==> src/rtl/multicycle_ctrl.sv <==
// Multi-cycle sequencing FSM: FETCH/DECODE/EXEC/MEM/WB over a shared
// req/ready memory port, with retire counting and trap on illegal flags/timeout.
module multicycle_ctrl #(
    parameter int CNT_W     = 32,
    parameter int TIMEOUT_W = 8,
    parameter int TIMEOUT   = 200
) (
    input  logic             clk,
    input  logic             rst,
    input  logic             run,
    input  logic             MemRead,
    input  logic             MemWrite,
    input  logic             RegWrite,
    input  logic             mem_ready,
    output logic             mem_req,
    output logic             mem_we,
    output logic             addr_sel,
    output logic             ir_en,
    output logic             pc_en,
    output logic             reg_we,
    output logic             busy,
    output logic             fault,
    output logic [CNT_W-1:0] instret,
    output logic [2:0]       state
);

    typedef enum logic [2:0] {
        S_IDLE   = 3'd0,
        S_FETCH  = 3'd1,
        S_DECODE = 3'd2,
        S_EXEC   = 3'd3,
        S_MEM    = 3'd4,
        S_WB     = 3'd5,
        S_FAULT  = 3'd7
    } state_t;

    localparam logic [TIMEOUT_W-1:0] WAIT_LAST = TIMEOUT_W'(TIMEOUT - 1);

    state_t               state_q, state_d;
    logic                 lat_read, lat_write, lat_regw;
    logic [TIMEOUT_W-1:0] wait_cnt;
    logic                 wait_inc;

    // NOTE: state registers use non-blocking assignments so every flop samples
    // pre-edge values regardless of block ordering.
    always_ff @(posedge clk or posedge rst) begin
        if (rst) begin
            state_q   <= S_IDLE;
            lat_read  <= 1'b0;
            lat_write <= 1'b0;
            lat_regw  <= 1'b0;
            wait_cnt  <= '0;
            instret   <= '0;
        end else begin
            state_q <= state_d;
            if (state_q == S_DECODE) begin
                lat_read  <= MemRead;
                lat_write <= MemWrite;
                lat_regw  <= RegWrite;
            end
            // Counter only survives consecutive unanswered request cycles.
            wait_cnt <= wait_inc ? wait_cnt + 1'b1 : '0;
            if (pc_en)
                instret <= instret + 1'b1;
        end
    end

    // NOTE: every output of this block gets a default first, so no path can
    // leave a signal unassigned and infer a latch.
    always_comb begin
        state_d  = state_q;
        mem_req  = 1'b0;
        mem_we   = 1'b0;
        addr_sel = 1'b0;
        ir_en    = 1'b0;
        pc_en    = 1'b0;
        reg_we   = 1'b0;
        wait_inc = 1'b0;

        unique case (state_q)
            S_IDLE: begin
                if (run)
                    state_d = S_FETCH;
            end
            S_FETCH: begin
                mem_req = 1'b1;
                ir_en   = mem_ready;
                if (mem_ready)
                    state_d = S_DECODE;
                else if (wait_cnt == WAIT_LAST)
                    state_d = S_FAULT;
                else
                    wait_inc = 1'b1;
            end
            S_DECODE: begin
                state_d = (MemRead && MemWrite) ? S_FAULT : S_EXEC;
            end
            S_EXEC: begin
                if (lat_read || lat_write)
                    state_d = S_MEM;
                else if (lat_regw)
                    state_d = S_WB;
                else begin
                    pc_en   = 1'b1;
                    state_d = run ? S_FETCH : S_IDLE;
                end
            end
            S_MEM: begin
                mem_req  = 1'b1;
                addr_sel = 1'b1;
                mem_we   = lat_write;
                if (mem_ready) begin
                    if (lat_write) begin
                        pc_en   = 1'b1;
                        state_d = run ? S_FETCH : S_IDLE;
                    end else
                        state_d = S_WB;
                end else if (wait_cnt == WAIT_LAST)
                    state_d = S_FAULT;
                else
                    wait_inc = 1'b1;
            end
            S_WB: begin
                reg_we  = 1'b1;
                pc_en   = 1'b1;
                state_d = run ? S_FETCH : S_IDLE;
            end
            S_FAULT: begin
                state_d = S_FAULT;
            end
            default: begin
                state_d = S_FAULT;
            end
        endcase
    end

    assign busy  = (state_q != S_IDLE) && (state_q != S_FAULT);
    assign fault = (state_q == S_FAULT);
    assign state = state_q;

endmodule
==> config.mk <==
export PLATFORM = sky130hd
export DESIGN_NAME = multicycle_ctrl
export DESIGN_NICKNAME = d
export VERILOG_FILES = /design/src/rtl/multicycle_ctrl.sv
export SDC_FILE = /design/constraint.sdc
export NUM_CORES = 1
export LEC_CHECK = 0
export CORE_UTILIZATION = 45
export CTS_BUF_LIST = sky130_fd_sc_hd__clkbuf_16
export DETAILED_ROUTE_END_ITERATION = 10
export GPL_TIMING_DRIVEN = 0
export PLACE_DENSITY = 0.82
export SETUP_SLACK_MARGIN = 0.05
export SLEW_MARGIN = 20
export SYNTH_ARGS = -nofsm -noshare
export SYNTH_HDL_FRONTEND = slang
export SYNTH_SLANG_ARGS = --single-unit
export TNS_END_PERCENT = 50
==> constraint.sdc <==
create_clock -name clk -period 1.8 [get_ports clk]
set_input_delay 0.27 -clock clk [delete_from_list [all_inputs] [get_ports clk]]
set_output_delay 0.27 -clock clk [all_outputs]
set_load 0.05 [all_outputs]
==> results of run 1 <==
## worst paths after layout
kind,slack (ns),endpoint,from,cells past startpoint
max in group asynchronous,1.01,state[0]$_DFFE_PP0P_,rst,3
min in group clk,0.45,wait_cnt[0]$_DFF_PP0_,wait_cnt[0]$_DFF_PP0_,1
worst max-delay path,-0.26,pc_en,lat_write$_DFFE_PP0P_,5
worst min-delay path,0.30,instret[27]$_DFFE_PP0P_,rst,2
worst min register to register,0.45,wait_cnt[0]$_DFF_PP0_,wait_cnt[0]$_DFF_PP0_,1
worst max register to register,-0.25,instret[25]$_DFFE_PP0P_,lat_write$_DFFE_PP0P_,7
## power groups by stage
stage	Sequential (mW)	Combinational (mW)	Clock, mW
floorplan	1.57	0.931	0
global placement	1.32	1.64	0
detailed placement	1.32	1.67	0
CTS	1.29	1.89	1.20
global route	1.31	2.16	1.26
finish	1.30	2.06	1.19
## cell type report
cell class / instances / area (sq um) / share of cell area, %
Multi-Input combinational cell: 156 / 1130 / 34.8
Buffer: 4 / 55.1 / 1.69
Sequential cell: 46 / 1160 / 35.6
Inverter: 5 / 23.8 / 0.732
Clock inverter: 3 / 68.8 / 2.12
Tap cell: 67 / 83.8 / 2.58
Clock buffer: 5 / 125 / 3.85
Timing Repair Buffer: 64 / 604 / 18.6
## layout by cell type (no fill, tap or decap), types with 8 or more instances in the layout
master	instances
nor2_1	18
xor2_1	14
nand4_1	14
nand2_1	19
nand3_1	11
dlygate4sd2_1	30
dfrtp_1	42
xnor2_1	22
buf_4	9
clkdlybuf4s50_1	8
## worst register-to-register path, stage by stage, from the launching register on
cell,delay (ns)
dfrtp_2,0.41
or3b_4,0.40
o32a_4,0.37
buf_6,0.15
nor4_4,0.14
buf_4,0.19
nand4_1,0.12
xnor2_1,0.15
## stage by stage
stage	setup TNS [ns]	area, sq um
2_1_floorplan	-5.34	2270
3_3_place_gp	-27.13	2850
3_5_place_dp	-8.23	2870
4_1_cts	-2.85	3150
5_1_grt	-4.88	3250
6_report	-3.31	3250
## cell families (layout without fill, tap and decap cells)
family	Yosys count	after routing
AO/OA/AOI/OAI	14	14
XOR/XNOR	37	37
adder cells (fa/ha/maj)	2	2
buffers and inverters	9	81
flip-flops	46	46
multiplexers	3	3
AND/OR/NAND/NOR	100	100
## repair_timing
action                                  in CTS  in global routing
endpoints found under the setup margin      68                 50
hold buffers                                 0                  0
hold endpoints to repair                     0                  0
pin swaps                                   10                  7
setup buffers                                9                  5
gates resized for setup                     95                 21
## state kept, by name (all words and copies together), names as in the netlist
signal	cells
instret	32
wait_cnt	8
state	3
lat_read	1
lat_regw	1
lat_write	1
## routing by layer
metal  track usage, %  share of wire (%)  vias to the layer above
li1                 -                  -                      874
met1             26.8                 41                      919
met2             37.9                 54                       58
met3             4.86                4.4                        6
met4             5.66               0.96                        0
met5                0                  0                        -
==> flow_summary.json, run 1 <==
{
  "max-cap-violations": 0,
  "instances_no_fill": 350,
  "grt_pass1_vias": 1785,
  "fmax_ghz": 0.486,
  "dpl.hpwl_um": 3270,
  "drive_above_1_share_pct": 24.7,
  "synth_warnings": 0,
  "clock_path_buffers": 2,
  "port_buffers": 49,
  "grt-ovfl-total": 0,
  "cts_tree": "built",
  "worstPathRequired_ns": 1.53,
  "post-route-util_pct": 68.8,
  "wl_per_cell_um": 15.2,
  "worstSetupPathType": "reg -> out",
  "fin_hold_ws_ns": 0.296,
  "diodes": 0,
  "synth_seq_cells": 46,
  "ant_nets": 0,
  "slowest_stage": "dfrtp_2",
  "antenna_found_initial": 0,
  "power.density_nw_per_um2": 1400,
  "viasPerCell": 5.31,
  "synthesis.instances": 211,
  "power_mw": 4.55,
  "holdCritPathClass": "in -> async",
  "p_clk_share_pct": 26.2,
  "n_fill_cell": 353,
  "worstMarginPinSlew_ns": 0.523,
  "switchingPower_mw": 1.74,
  "cts.sinks": 46,
  "status": "complete, but fails checks",
  "p_int_mw": 2.81,
  "crit_arrival_ns": 1.79,
  "fin_nets": 291,
  "fin_ws_ns": -0.260,
  "post-place-ws_ns": -0.807,
  "synthFlopType": "dfrtp_1",
  "slew_headroom_pct": 65.0,
  "synth-async-reset-ratio_pct": 100,
  "path_clk_slew_ns": 0.07,
  "synth_fp_nets": 220,
  "area_growth_pct": 46.2,
  "yosysSeqAreaShare_pct": 51.8,
  "grt_max_degree": 28,
  "crit_buf_inv": 3,
  "die_y_um": 72.3,
  "grt_use_total_pct": 21.6,
  "die_area_sq_um": 5220,
  "synth.distinct_cells": 34,
  "avgSynthCellArea_sq_um": 10.5,
  "leakage_nw": 1.64,
  "clock_insertion_delay_worst_skew_ns": 0.29,
  "synth.area.top_cells": "dfrtp_1 52%, xnor2_1 8.7%, xor2_1 5.5%, nand4_1 3.9%, nor2_1 3.7%",
  "synth-compound-area-share_pct": 4.62,
  "layout_min_cycle_time_ns": 2.06,
  "synth_simple_gate_area_share_pct": 24.4,
  "cts_buffers": 5,
  "gp_congestion": 0.797,
  "die_w_um": 72.3,
  "synth-edff-count": 0,
  "hold_viol": 0,
  "rows": 25,
  "num_vias": 1857,
  "synth_top_family_by_area": "simple AND/OR/NAND/NOR gates",
  "clockRootBuffer": "clkbuf_16",
  "grt_pass1_wl_um": 8610,
  "drtIter0Drc": 93,
  "skew_ns": 0.00593,
  "cp_max_fo": 4,
  "critPathCaptureType": "primary output",
  "synth_area_sq_um": 2220,
  "worstSetupStartpointType": "register",
  "power_frac_comb_pct": 45.3,
  "htreeDepth": 2,
  "crit_chain": "or3b_4 > o32a_4 > inv_6 > buf_12 > buf_12",
  "routed_wl_um": 5300,
  "report.final.slew_viol_count": 0,
  "place_inst": 328,
  "synth_common_cells": "46 x dfrtp_1, 22 x nor2_1, 22 x xnor2_1, 20 x nand2_1",
  "yosysTopAreaCellShare_pct": 51.8,
  "drt-pass1-iter-count": 4,
  "drc": 0,
  "cp_top_family": "flip-flops",
  "synthMuxAreaShare_pct": 1.52,
  "cpPeakStageDelay_ns": 0.41,
  "seq_power_share_pct": 28.5,
  "p_sw_share_pct": 38.3,
  "synth_xor_area_share_pct": 14.9,
  "rsz0062_at_grt": "yes",
  "finalCritPeriodShare_pct": 114,
  "synth_fa_ha_area_share_pct": 1.13,
  "core-area_sq_um": 4720,
  "yosys.area.top_type": "dfrtp_1",
  "synth_most_common_cell": "dfrtp_1",
  "violations": "negative setup slack",
  "ir_drop_v": 0.00116,
  "cp_common_cell": "buf_12",
  "start_util_pct": 47.0,
  "setup_viol_count_final": 27,
  "ios": 50
}
Note: power is estimated with default switching activity, not from simulation.
==> run 2: changes to the inputs <==
--- a/config.mk
+++ b/config.mk
@@ -5,6 +5,7 @@
 export SDC_FILE = /design/constraint.sdc
 export NUM_CORES = 1
 export LEC_CHECK = 0
+export CAP_MARGIN = 20
 export CORE_UTILIZATION = 45
 export CTS_BUF_LIST = sky130_fd_sc_hd__clkbuf_16
 export DETAILED_ROUTE_END_ITERATION = 10
==> results of run 2 <==
Final layout, timing and power as in run 1 (identical DEF).
==> run 3: changes to the inputs <==
--- a/config.mk
+++ b/config.mk
@@ -11,7 +11,7 @@
 export DETAILED_ROUTE_END_ITERATION = 10
 export GPL_TIMING_DRIVEN = 0
 export PLACE_DENSITY = 0.82
-export SETUP_SLACK_MARGIN = 0.05
+export SETUP_SLACK_MARGIN = 0.3
 export SLEW_MARGIN = 20
 export SYNTH_ARGS = -nofsm -noshare
 export SYNTH_HDL_FRONTEND = slang
==> run 3 against run 2 <==
Compared with the run above: the run still ends with negative setup slack left; clock power hardly changed; utilization is 6.6 points higher; hold slack better by 0.0031 ns.
==> flow_summary.json, run 3 (same netlist as run 1, synthesis figures left out) <==
{
  "grt-ovfl-total": 0,
  "final_cell_mix": "42 x dfrtp_1, 22 x buf_6, 19 x xnor2_1",
  "grt_pass1_wl_um": 8730,
  "slew_headroom_pct": 67.4,
  "start_util_pct": 47.0,
  "drc": 0,
  "reg2regPathDepth": 5,
  "p_clk_share_pct": 23.7,
  "routed_wl_um": 5860,
  "status": "complete, but fails checks",
  "core-area_sq_um": 4720,
  "finalCritPeriodShare_pct": 114,
  "final_cell_area_sq_um": 3560,
  "max-cap-violations": 0,
  "p_int_mw": 3.07,
  "fin_ws_ns": -0.253,
  "regMostFlops": "instret",
  "fin_nets": 301,
  "hold_viol": 0,
  "setup_viol_count_final": 31,
  "rows": 25,
  "wl_per_cell_um": 16.3,
  "r2r-end": "instret[13]$_DFFE_PP0P_",
  "rsz0062_at_grt": "yes",
  "cts_buffers": 5,
  "critPathCaptureType": "register",
  "grt_pass1_vias": 1793,
  "leakage_nw": 1.64,
  "fmax_ghz": 0.487,
  "holdCritPathClass": "in -> async",
  "report.final.slew_viol_count": 0,
  "power_mw": 4.94,
  "power_frac_comb_pct": 50.0,
  "worstPathRequired_ns": 1.97,
  "startpoint": "lat_write$_DFFE_PP0P_",
  "violations": "negative setup slack",
  "layout_min_cycle_time_ns": 2.05,
  "p_sw_share_pct": 37.8,
  "worstMarginPinSlew_ns": 0.488,
  "largest_reg_flops": 32,
  "r2r_setup_slack_ns": -0.25,
  "area_growth_pct": 60.2,
  "clock_insertion_delay_worst_skew_ns": 0.29,
  "cts_tree": "built",
  "viasPerCell": 5.28,
  "worstSetupPathType": "reg -> reg",
  "dpl.hpwl_um": 3240,
  "cts.sinks": 46,
  "place_inst": 328,
  "drtIter0Drc": 140,
  "drive_above_1_share_pct": 41.6,
  "die_area_sq_um": 5220,
  "clock_path_buffers": 2,
  "grt_use_total_pct": 21.9,
  "port_buffers": 49,
  "ir_drop_v": 0.00116,
  "diodes": 0,
  "path_clk_slew_ns": 0.06,
  "die_w_um": 72.3,
  "fin_hold_ws_ns": 0.299,
  "placed_area_sq_um": 2890,
  "skew_ns": 0.00522,
  "switchingPower_mw": 1.87,
  "drt-pass1-iter-count": 4,
  "cp_max_fo": 3,
  "clockRootBuffer": "clkbuf_16",
  "die_y_um": 72.3,
  "worstSetupStartpointType": "register",
  "reg2reg_from": "lat_write$_DFFE_PP0P_",
  "post-route-util_pct": 75.4,
  "seq_power_share_pct": 26.3,
  "instances_no_fill": 360,
  "critPathCapture": "instret[13]$_DFFE_PP0P_",
  "htreeDepth": 2,
  "crit_arrival_ns": 2.23,
  "antenna_found_initial": 0,
  "grt_max_degree": 28,
  "ant_nets": 0,
  "power.density_nw_per_um2": 1390,
  "gp_congestion": 0.814,
  "num_vias": 1901,
  "mostFrequentLayoutCell": "dfrtp_1",
  "ios": 50
}
## run 3: cell count changes in the layout (fill, tap and decap cells not counted), moves of 7 or more
cell and change:
dlygate4sd2_1 -18, buf_6 +15, nor2_1 -11, clkbuf_2 +10
clkdlybuf4s15_2 +7, nor2_4 +7
## run 3: metal layers
metal	global-route usage [%]	wire [um]	part of all wire [%]	vias to the layer above
li1	-	-	-	897
met1	27.2	2400	41	947
met2	38.4	3150	54	46
met3	4.86	218	3.7	11
met4	5.88	95	1.6	0
met5	0	0	0	-
## run 3: timing repair
item,CTS,global route
setup buffers,12,12
setup endpoints to repair,89,75
pin swaps,26,18
resized for setup,163,55
gates cloned,0,0
hold buffers,0,0
## run 3: cell type report
type,count,area (sq um)
repair buffers,74,736
well taps,67,83.8
plain buffers,4,61.3
inverters,5,28.8
clock buffers,5,125
flip-flops and latches,46,1160
multi-input cells,156,1310
clock inverters,3,63.8
fillers,299,1160
## run 3: metrics by stage
stage / setup WS (ns) / setup TNS [ns]
2_1_floorplan: -0.322 / -5.15
3_3_place_gp: -0.807 / -27.54
3_5_place_dp: -0.812 / -8.42
4_1_cts: -0.270 / -3.02
5_1_grt: -0.306 / -5.88
6_report: -0.253 / -4.00
## run 3: worst max-delay path: stages (launching register included)
cell and delay, ns:
dfrtp_2 0.40, or3b_4 0.38, o32a_4 0.36, buf_6 0.14, or4b_4 0.52, xnor2_2 0.14
## run 3: worst min-delay path by stage
stage                               to
4_1_cts        instret[20]$_DFFE_PP0P_
3_3_place_gp     wait_cnt[0]$_DFF_PP0_
5_1_grt        instret[26]$_DFFE_PP0P_
6_report       instret[30]$_DFFE_PP0P_
2_1_floorplan     lat_read$_DFFE_PP0P_
3_5_place_dp     wait_cnt[0]$_DFF_PP0_
## run 3: power groups by stage
stage | Combinational [mW] | Sequential (mW) | Clock (mW)
5_1_grt | 2.58 | 1.32 | 1.22
3_5_place_dp | 1.72 | 1.32 | 0
6_report | 2.47 | 1.30 | 1.17
4_1_cts | 2.06 | 1.30 | 1.18
2_1_floorplan | 0.987 | 1.57 | 0
3_3_place_gp | 1.70 | 1.32 | 0
